## src/rtl/csa_pkg.sv

```systemverilog
// Shared types and sizing helpers for the chunked sequential adder.
// Latency: n/a (declarations only).
// Backpressure: n/a.
package csa_pkg;

  typedef enum logic [1:0] {
    IDLE = 2'd0,
    RUN  = 2'd1,
    DONE = 2'd2
  } csa_state_t;

  // Number of CHUNK-bit slices in a WIDTH-bit operand.
  function automatic int csa_nchunk(input int width, input int chunk);
    return width / chunk;
  endfunction

  // Chunk-index counter width; never narrower than one bit.
  function automatic int csa_idx_w(input int nchunk);
    return (nchunk <= 1) ? 1 : $clog2(nchunk);
  endfunction

endpackage

```

## src/rtl/csa_chunk_add.sv

```systemverilog
// CHUNK-bit combinational ripple-carry adder slice: {o_cout,o_s} = i_a + i_b + i_cin.
// Latency: purely combinational, zero cycles.
// Backpressure: none; output follows the inputs.
module csa_chunk_add #(
  parameter int W = 8
) (
  input  logic [W-1:0] i_a,
  input  logic [W-1:0] i_b,
  input  logic         i_cin,
  output logic [W-1:0] o_s,
  output logic         o_cout
);

  logic w_carry;

  // Bit-serial ripple through the slice, LSB first.
  always_comb begin
    w_carry = i_cin;
    o_s     = '0;
    for (int i = 0; i < W; i++) begin
      o_s[i]  = i_a[i] ^ i_b[i] ^ w_carry;
      w_carry = (i_a[i] & i_b[i]) | (w_carry & (i_a[i] ^ i_b[i]));
    end
    o_cout = w_carry;
  end

endmodule

```

## src/rtl/chunked_seq_adder.sv

```systemverilog
// Multi-cycle WIDTH-bit adder summing CHUNK bits per clock; CSA_SUB_EN adds a subtract port.
// Latency: start accepted at edge E0 -> done pulses in the cycle after edge E0+NCHUNK.
// Backpressure: start only taken in IDLE or DONE; start during RUN is dropped, not queued.
module chunked_seq_adder
  import csa_pkg::*;
#(
  parameter int WIDTH = 32,
  parameter int CHUNK = 8
) (
  input  logic             clk,
  input  logic             rst,
  input  logic             start,
  input  logic [WIDTH-1:0] a,
  input  logic [WIDTH-1:0] b,
  input  logic             cin,
`ifdef CSA_SUB_EN
  input  logic             sub,
`endif
  output logic             busy,
  output logic             done,
  output logic [WIDTH-1:0] s,
  output logic             cout
);

  localparam int NCHUNK = csa_nchunk(WIDTH, CHUNK);
  localparam int IDX_W  = csa_idx_w(NCHUNK);
  localparam logic [IDX_W-1:0] LAST_IDX = IDX_W'(NCHUNK - 1);

  if ((WIDTH % CHUNK) != 0 || NCHUNK < 1) begin : g_bad_cfg
    $fatal(1, "chunked_seq_adder: WIDTH must be a non-zero multiple of CHUNK");
  end

  csa_state_t       r_state;
  csa_state_t       w_state_nxt;
  logic [IDX_W-1:0] r_idx;
  logic             r_carry;
  logic [WIDTH-1:0] r_a;
  logic [WIDTH-1:0] r_b;
  logic [WIDTH-1:0] r_res;
  logic [WIDTH-1:0] r_s;
  logic             r_cout;

  logic             w_accept;
  logic             w_last;
  logic [WIDTH-1:0] w_b_in;
  logic             w_cin_in;
  logic [CHUNK-1:0] w_chunk_a;
  logic [CHUNK-1:0] w_chunk_b;
  logic [CHUNK-1:0] w_chunk_s;
  logic             w_chunk_c;
  logic [WIDTH-1:0] w_res_nxt;

  // Subtraction is a + ~b + ~cin, so only the captured B and carry change.
`ifdef CSA_SUB_EN
  assign w_b_in   = sub ? ~b   : b;
  assign w_cin_in = sub ? ~cin : cin;
`else
  assign w_b_in   = b;
  assign w_cin_in = cin;
`endif

  assign w_accept  = start && (r_state == IDLE || r_state == DONE);
  assign w_last    = (r_idx == LAST_IDX);
  assign w_chunk_a = r_a[r_idx*CHUNK +: CHUNK];
  assign w_chunk_b = r_b[r_idx*CHUNK +: CHUNK];

  csa_chunk_add #(.W(CHUNK)) u_chunk_add (
    .i_a    (w_chunk_a),
    .i_b    (w_chunk_b),
    .i_cin  (r_carry),
    .o_s    (w_chunk_s),
    .o_cout (w_chunk_c)
  );

  // Result with the current chunk slotted in; this is the final sum on the last RUN edge.
  always_comb begin
    w_res_nxt = r_res;
    w_res_nxt[r_idx*CHUNK +: CHUNK] = w_chunk_s;
  end

  // Next-state decode: DONE with start goes straight back to RUN (no idle bubble).
  always_comb begin
    w_state_nxt = r_state;
    case (r_state)
      IDLE:    if (start) w_state_nxt = RUN;
      RUN:     if (w_last) w_state_nxt = DONE;
      DONE:    w_state_nxt = start ? RUN : IDLE;
      default: w_state_nxt = IDLE;
    endcase
  end

  // State register; reset discards any in-flight operation.
  always_ff @(posedge clk or posedge rst) begin
    if (rst) r_state <= IDLE;
    else     r_state <= w_state_nxt;
  end

  // Operand capture, per-chunk accumulation and final result registers.
  always_ff @(posedge clk or posedge rst) begin
    if (rst) begin
      r_a     <= '0;
      r_b     <= '0;
      r_carry <= 1'b0;
      r_idx   <= '0;
      r_res   <= '0;
      r_s     <= '0;
      r_cout  <= 1'b0;
    end else if (w_accept) begin
      r_a     <= a;
      r_b     <= w_b_in;
      r_carry <= w_cin_in;
      r_idx   <= '0;
    end else if (r_state == RUN) begin
      r_res   <= w_res_nxt;
      r_carry <= w_chunk_c;
      r_idx   <= w_last ? '0 : r_idx + IDX_W'(1);
      if (w_last) begin
        r_s    <= w_res_nxt;
        r_cout <= w_chunk_c;
      end
    end
  end

  assign busy = (r_state == RUN);
  assign done = (r_state == DONE);
  assign s    = r_s;
  assign cout = r_cout;

endmodule

```

## config.mk

```make
export PLATFORM = sky130hd
export DESIGN_NAME = chunked_seq_adder
export DESIGN_NICKNAME = d
export VERILOG_FILES = /design/src/rtl/csa_pkg.sv /design/src/rtl/csa_chunk_add.sv /design/src/rtl/chunked_seq_adder.sv
export SDC_FILE = /design/constraint.sdc
export NUM_CORES = 1
export LEC_CHECK = 0
export BUFFER_PORTS_ARGS = -buffer_cell sky130_fd_sc_hd__buf_2
export CORE_MARGIN = 5
export CORE_UTILIZATION = 56
export CTS_CLUSTER_SIZE = 8
export DETAILED_ROUTE_END_ITERATION = 16
export PLACE_DENSITY = 0.8
export SYNTH_ARGS = -nofsm -noshare
export SYNTH_HDL_FRONTEND = slang
export SYNTH_SLANG_ARGS = --single-unit
```

## constraint.sdc

```tcl
create_clock -name clk -period 5.65 [get_ports clk]
set_input_delay 0.8475 -clock clk [delete_from_list [all_inputs] [get_ports clk]]
set_output_delay 0.8475 -clock clk [all_outputs]
set_load 0.005 [all_outputs]
```

==> results of run 1 <==
cell type report:
cell class | count | area [sq um] | share of cell area (%)
clock buffers | 18 | 417.9 | 5.753
clock inverters | 14 | 151.4 | 2.084
inverters | 30 | 115.1 | 1.585
multi-input cells | 265 | 2511 | 34.57
flip-flops and latches | 134 | 3353 | 46.16
well taps | 140 | 175.2 | 2.411
repair buffers | 106 | 540.5 | 7.441
worst max-delay path by stage:
stage / from / endpoint / cells after the start
after floorplan: r_idx[0] / s[15] / 17
after global placement: r_idx[0] / s[15] / 16
after detailed placement: r_idx[0] / s[15] / 16
after CTS: r_idx[0] / s[15] / 16
after global routing: r_idx[0] / s[15] / 16
final: r_idx[0] / s[15] / 16
through the flow:
step | hold WS [ns] | total power, uW | worst slack, ns
after floorplan | 0.4486 | 3437 | 0.9409
after global placement | 0.4647 | 4165 | 0.8395
after CTS | 0.4858 | 5351 | 0.6760
after global routing | 0.4986 | 5676 | 0.4595
final | 0.4857 | 5316 | 0.6883
after detailed placement | 0.4670 | 4278 | 0.7099
routing by layer:
metal  share of wire (%)  GRT usage (%)  up-vias
met2                  50          35.55      135
met3                 6.5          6.342       22
li1                    -              -     1824
met5                   0              0        -
met4                 1.4          6.255        0
met1                  42          28.90     2022
cell families (layout without fill, tap and decap cells):
kind of cell | Yosys count | in the layout | share of synthesized area [%]
AOI/OAI and AO/OA | 82 | 82 | 9.955
and+or+nand+nor | 87 | 87 | 8.808
muxes | 82 | 82 | 18.35
adders and majority gates | 14 | 14 | 3.851
buffers and inverters | 54 | 168 | 4.138
DFF | 134 | 134 | 54.90
state kept, by name, indices dropped and copies added (netlist names):
register / count
r_a: 32
r_idx: 2
r_carry: 1
r_state: 2
r_b: 32
r_res: 32
s: 32
cout: 1
report_power, final:
group / switching, uW / internal, uW
clock: 425 / 631
combinational: 1400 / 1180
sequential: 267 / 1420
total: 2090 / 3220
placed cells by master, fill, tap and decap left out, types with 2 or more instances in the layout:
master      count
and4bb_2        2
ha_1            6
a31oi_1        18
o2bb2ai_1      32
bufinv_16       2
nand4b_4        2
clkbuf_16      16
a21oi_1        13
buf_2         102
o221ai_1        8
o21a_1          8
buf_4           4
clkinvlp_4      2
inv_1          29
nand2_2         6
clkinv_2        3
inv_6           3
clkinv_4        4
nand2b_1       37
nor2_1         24
nand2_1         3
mux4_2         16
dfrtp_1       134
mux2_4          5
fa_1            8
nor2b_1         7
mux2_2         60
==> implementation parameters, run 1 <==
Parameter                              Value

Run status
  Status ... finished, final reports clean

STA
  Crit share post-route ... 87.82%
  Final total negative setup slack ... 0 ns
  Worst slew margin relative to its limit ... 25.66%
  Min Tclk post-route ... 4.962 ns
  Worst-margin pin slew ... 1.115 ns
  Total setup violations reported at the end of the flow ... 0
  Max Clock Freq ... 0.2015 GHz
  Setup repair after global routing missed its margin ... false
  Max-slew violation count ... 0
  Setup clock skew after layout ... 0.008783 ns
  Total count of hold-check failures in the final report ... 0

Die
  Starting density of the core ... 56.85%
  Std-Cell Rows ... 38
  Die outline width ... 114.4 um
  Core area ... 10750 sq um
  Die Area ... 13100 sq um
  Vertical die dimension ... 114.4 um
  Top-Level Pins ... 103

Worst hold path
  Worst min-delay path startpoint ... s[10]
  Number of cells on the worst hold path ... 1
  Tightest Hold Check Type ... flop to flop
  Endpoint with the worst hold slack ... s[10]

Synth
  Cell with the most instances after synthesis ... dfrtp_1
  Ranking of synthesized cells by instance count ... dfrtp_1 (134), mux2_2 (60), nand2b_1 (37)
  Largest area contributor in the synthesized netlist ... dfrtp_1
  Synthesized instance count ... 453
  Sequential fraction of the synthesis area ... 54.90%
  Synth Area per Inst ... 13.48 sq um
  Area fraction of the dominant cell type after synthesis ... 54.90%
  Number of storage elements in the synthesis netlist ... 134
  Syn. warnings ... 0
  Syn nets ... 535
  Largest cells by area after synthesis ... dfrtp_1 (55%), mux2_2 (11%), mux4_2 (5.9%)
  Ys async rst share ... 100.0%
  Primary flip-flop cell chosen by synthesis mapping ... dfrtp_1
  Netlist cell types ... 32
  Netlist Area Pre-Place ... 6108 sq um
  EDFF count, synth ... 0

GRT
  Maximum number of pins on one net before global-route repair ... 77
  Wire length of the first global-routing pass ... 22130 um
  Sum of overflow across all layers after global routing ... 0
  Global-route usage over all layers ... 21.89%
  Via count of the first global-routing pass ... 4341
  Initial antenna violation count ... 0

Setup path
  Crit path top cell by count ... fa_1
  Data arrival time of the critical path ... 5.36 ns
  Gate family responsible for the most delay along the worst path ... adder cells
  Path depth of the worst reg2reg path ... 16
  Classification of the worst setup path ... flop to flop
  Worst path max stage delay ... 0.52 ns
  Required time of the critical path ... 6.05 ns
  Worst r2r src ... r_idx[0]
  Reg-to-reg endpoint ... s[15]
  Worst-path fanout max ... 9
  Cells along the critical path ... mux4_2 > inv_1 > fa_1 > fa_1 > fa_1 > fa_1 > fa_1 > inv_1 > fa_1 > inv_1 > fa_1 > inv_1 > fa_1 > inv_1 > o221ai_1 > o21a_1
  Critical path's slowest cell ... dfrtp_1
  R2R setup slack ... 0.69 ns
  CP endpoint kind ... flop
  Startpoint type of the worst setup path ... flop
  Buffer and inverter count on the worst path ... 5

Clock network
  Post-CTS Setup Repair Bufs ... 0
  TritonCTS clock tree ... done
  Number of CTS-inserted buffers ... 17
  CTS max path bufs ... 2
  CTS H-tree lvls ... 4
  Clock latency at the later pin of the worst-skew pair ... 0.52 ns
  Clk sink count ... 134
  Number of buffers inserted by hold repair at cts ... 0
  Clock transition at path regs ... 0.06 ns
  CTS Root Cell ... clkbuf_8
  Post-CTS Resized ... 0

Placement
  Placed Cells incl. Taps ... 675
  Input/output buffers ... 102
  Final weighted congestion of routability-driven global placement ... 0.8088
  DP Area ... 6695 sq um
  DP Wirelength ... 9232 um

Cells and area
  Layout overhead on the synthesized area ... 18.93%
  Finished Cell Area ... 7264 sq um
  Number of standard cells in the final layout excluding fillers ... 707
  Post-layout utilization of the core ... 67.61%
  Number of nets in the layout ... 636
  Share of post-route cells with drive strength above 1 ... 40.92%
  Number of fill cells in the layout ... 812
  Count of antenna diodes in the layout ... 0

Drt
  Remaining DRCs ... 0
  Length of the first detailed-routing pass in iterations ... 4
  Initial DRC Count ... 265
  Via count of the routed design ... 4003
  Routed len/inst ... 18.71 um
  Antenna violation net count after detailed routing ... 0
  Avg Vias per Cell ... 5.662
  Routed Wire Length ... 13230 um

Power
  Leakage ... 0.003234 uW
  Power per Cell Area ... 731.7 nW/um^2
  VDD IR max ... 0.0005335 V

Flow run
  Number of max-cap violations ... 0
Power figures use the tool's default switching activity.
==> run 2, diff against run 1 <==
--- a/config.mk
+++ b/config.mk
@@ -5,12 +5,12 @@
 export SDC_FILE = /design/constraint.sdc
 export NUM_CORES = 1
 export LEC_CHECK = 0
-export BUFFER_PORTS_ARGS = -buffer_cell sky130_fd_sc_hd__buf_2
+export BUFFER_PORTS_ARGS = -buffer_cell sky130_fd_sc_hd__buf_4
 export CORE_MARGIN = 5
-export CORE_UTILIZATION = 56
+export CORE_UTILIZATION = 61
 export CTS_CLUSTER_SIZE = 8
 export DETAILED_ROUTE_END_ITERATION = 16
-export PLACE_DENSITY = 0.8
+export PLACE_DENSITY = 0.86
 export SYNTH_ARGS = -nofsm -noshare
 export SYNTH_HDL_FRONTEND = slang
 export SYNTH_SLANG_ARGS = --single-unit
==> constraint.sdc (replaced) <==
create_clock -name clk -period 6.25 [get_ports clk]
set_input_delay 0.9375 -clock clk [delete_from_list [all_inputs] [get_ports clk]]
set_output_delay 0.9375 -clock clk [all_outputs]
set_load 0.005 [all_outputs]
==> run 2 against run 1 <==
Core utilization is 10 points higher. Non-clock buffer count unchanged. Combinational power fell by 7%. Critical path depth unchanged. Clock-buffer cell count up 3. Sequential cell count is the same. First-iteration DRC count shrank 26%. Critical path type unchanged. Total power decreased by 5.5%.
==> implementation parameters, run 2 (synthesized netlist as in run 1, its figures left out) <==
Parameter                              Value

STA
  Worst slew margin relative to its limit ... 24.80%
  Max Clock Freq ... 0.1937 GHz
  Total count of hold-check failures in the final report ... 0
  Worst-margin pin slew ... 1.128 ns
  Max-slew violation count ... 0
  Final total negative setup slack ... 0 ns
  Min Tclk post-route ... 5.161 ns
  Setup repair after global routing missed its margin ... false
  Crit share post-route ... 82.58%
  Total setup violations reported at the end of the flow ... 0
  Setup clock skew after layout ... 0.008655 ns

Setup path
  Required time of the critical path ... 6.67 ns
  Gate family responsible for the most delay along the worst path ... adder cells
  Buffer and inverter count on the worst path ... 5
  R2R setup slack ... 1.09 ns
  Path depth of the worst reg2reg path ... 16
  CP endpoint kind ... flop
  Crit path top cell by count ... fa_1
  Cells along the critical path ... mux4_2 > inv_1 > fa_1 > fa_1 > fa_1 > fa_1 > fa_1 > inv_1 > fa_1 > inv_1 > fa_1 > inv_1 > fa_1 > inv_1 > o221ai_1 > o21a_1
  Worst path max stage delay ... 0.76 ns
  Origin of the worst setup path ... r_idx[0]
  Data arrival time of the critical path ... 5.58 ns
  Reg-to-reg endpoint ... s[15]
  Worst-path fanout max ... 12
  Classification of the worst setup path ... flop to flop
  Worst r2r src ... r_idx[0]
  Startpoint type of the worst setup path ... flop
  Critical path's slowest cell ... dfrtp_1

Power
  Power per Cell Area ... 662.7 nW/um^2
  Leakage ... 0.003354 uW
  VDD IR max ... 0.0005176 V

Clock network
  Post-CTS Resized ... 0
  Post-CTS Setup Repair Bufs ... 0
  TritonCTS clock tree ... done
  CTS Root Cell ... clkbuf_8
  Number of CTS-inserted buffers ... 17
  Clock transition at path regs ... 0.06 ns
  Clock latency at the later pin of the worst-skew pair ... 0.53 ns
  Number of buffers inserted by hold repair at cts ... 0
  Clk sink count ... 134
  CTS max path bufs ... 2
  CTS H-tree lvls ... 4

Cells and area
  Most common library cell in the layout ignoring fill and taps ... dfrtp_1
  Layout overhead on the synthesized area ... 24.13%
  Leading cell types in the layout, fill and taps excluded ... dfrtp_1 (134), buf_4 (106), mux2_2 (60), nand2b_1 (37), o2bb2ai_1 (32)
  Number of standard cells in the final layout excluding fillers ... 700
  Number of nets in the layout ... 636
  Count of antenna diodes in the layout ... 0
  Share of post-route cells with drive strength above 1 ... 41.09%

Worst hold path
  Tightest Hold Check Type ... flop to flop
  Number of cells on the worst hold path ... 1
  Worst min-delay path startpoint ... r_res[21]
  Endpoint with the worst hold slack ... r_res[21]

Flow run
  Number of max-cap violations ... 0

GRT
  Sum of overflow across all layers after global routing ... 0
  Global-route usage over all layers ... 24.88%
  Maximum number of pins on one net before global-route repair ... 76
  Via count of the first global-routing pass ... 4340
  Initial antenna violation count ... 0
  Wire length of the first global-routing pass ... 22310 um

Drt
  Routed len/inst ... 19.71 um
  Length of the first detailed-routing pass in iterations ... 4
  Via count of the routed design ... 4078
  Routed Wire Length ... 13800 um
  Avg Vias per Cell ... 5.826
  Remaining DRCs ... 0
  Initial DRC Count ... 195
  Antenna violation net count after detailed routing ... 0

Die
  Die Area ... 12120 sq um
  Core area ... 9774 sq um
  Starting density of the core ... 62.49%
  Top-Level Pins ... 103
  Vertical die dimension ... 110.1 um
  Die outline width ... 110.1 um
  Std-Cell Rows ... 36

Placement
  Placed Cells incl. Taps ... 668
  DP Wirelength ... 9260 um
  Input/output buffers ... 102
  Final weighted congestion of routability-driven global placement ... 0.8575

Run status
  Status ... finished, final reports clean
[run 2: worst max-delay path by stage]
stage / depth (start not counted) / end
floorplan: 17 / s[15]
global placement: 16 / s[15]
detailed placement: 16 / s[15]
CTS: 16 / s[15]
global route: 16 / s[15]
finish: 16 / s[15]
[run 2: report_power, final]
group / switching, uW / total [uW] / leakage [uW] / internal, uW
registers: 264 / 1540 / 0.00164 / 1280
logic: 1280 / 2410 / 0.00140 / 1140
clock network: 376 / 1070 / 0.000310 / 691
total: 1920 / 5020 / 0.00335 / 3110
[run 2: area by class of cell]
class                   instances  area, sq um
flip-flops and latches        134         3353
repair buffers                106        795.8
clock inverters                11        171.4
fillers                       625         2192
clock buffers                  21        469.2
inverters                      30        115.1
well taps                     133        166.4
multi-input cells             265         2511
[run 2: routing by layer]
layer	vias to the layer above	wire length [um]	global-route usage (%)
li1	1828	-	-
met3	31	1025	7.397
met2	158	6856	38.86
met1	2061	5583	32.38
met5	-	0	0
met4	0	330	11.13
[run 2: through the flow]
| step | power [uW] | worst slack (ns) | utilization [%] | hold WS, ns | area, sq um |
|---|---|---|---|---|---|
| after floorplan | 3107 | 1.541 | - | 0.4486 | 6108 |
| after global placement | 3807 | 1.226 | 71.02 | 0.4637 | 6942 |
| after detailed placement | 3928 | 1.103 | 71.02 | 0.4658 | 6942 |
| after CTS | 5019 | 1.047 | 77.57 | 0.4844 | 7582 |
| after global routing | 5309 | 0.7467 | 77.57 | 0.5024 | 7582 |
| final | 5025 | 1.089 | 77.57 | 0.4868 | 7582 |
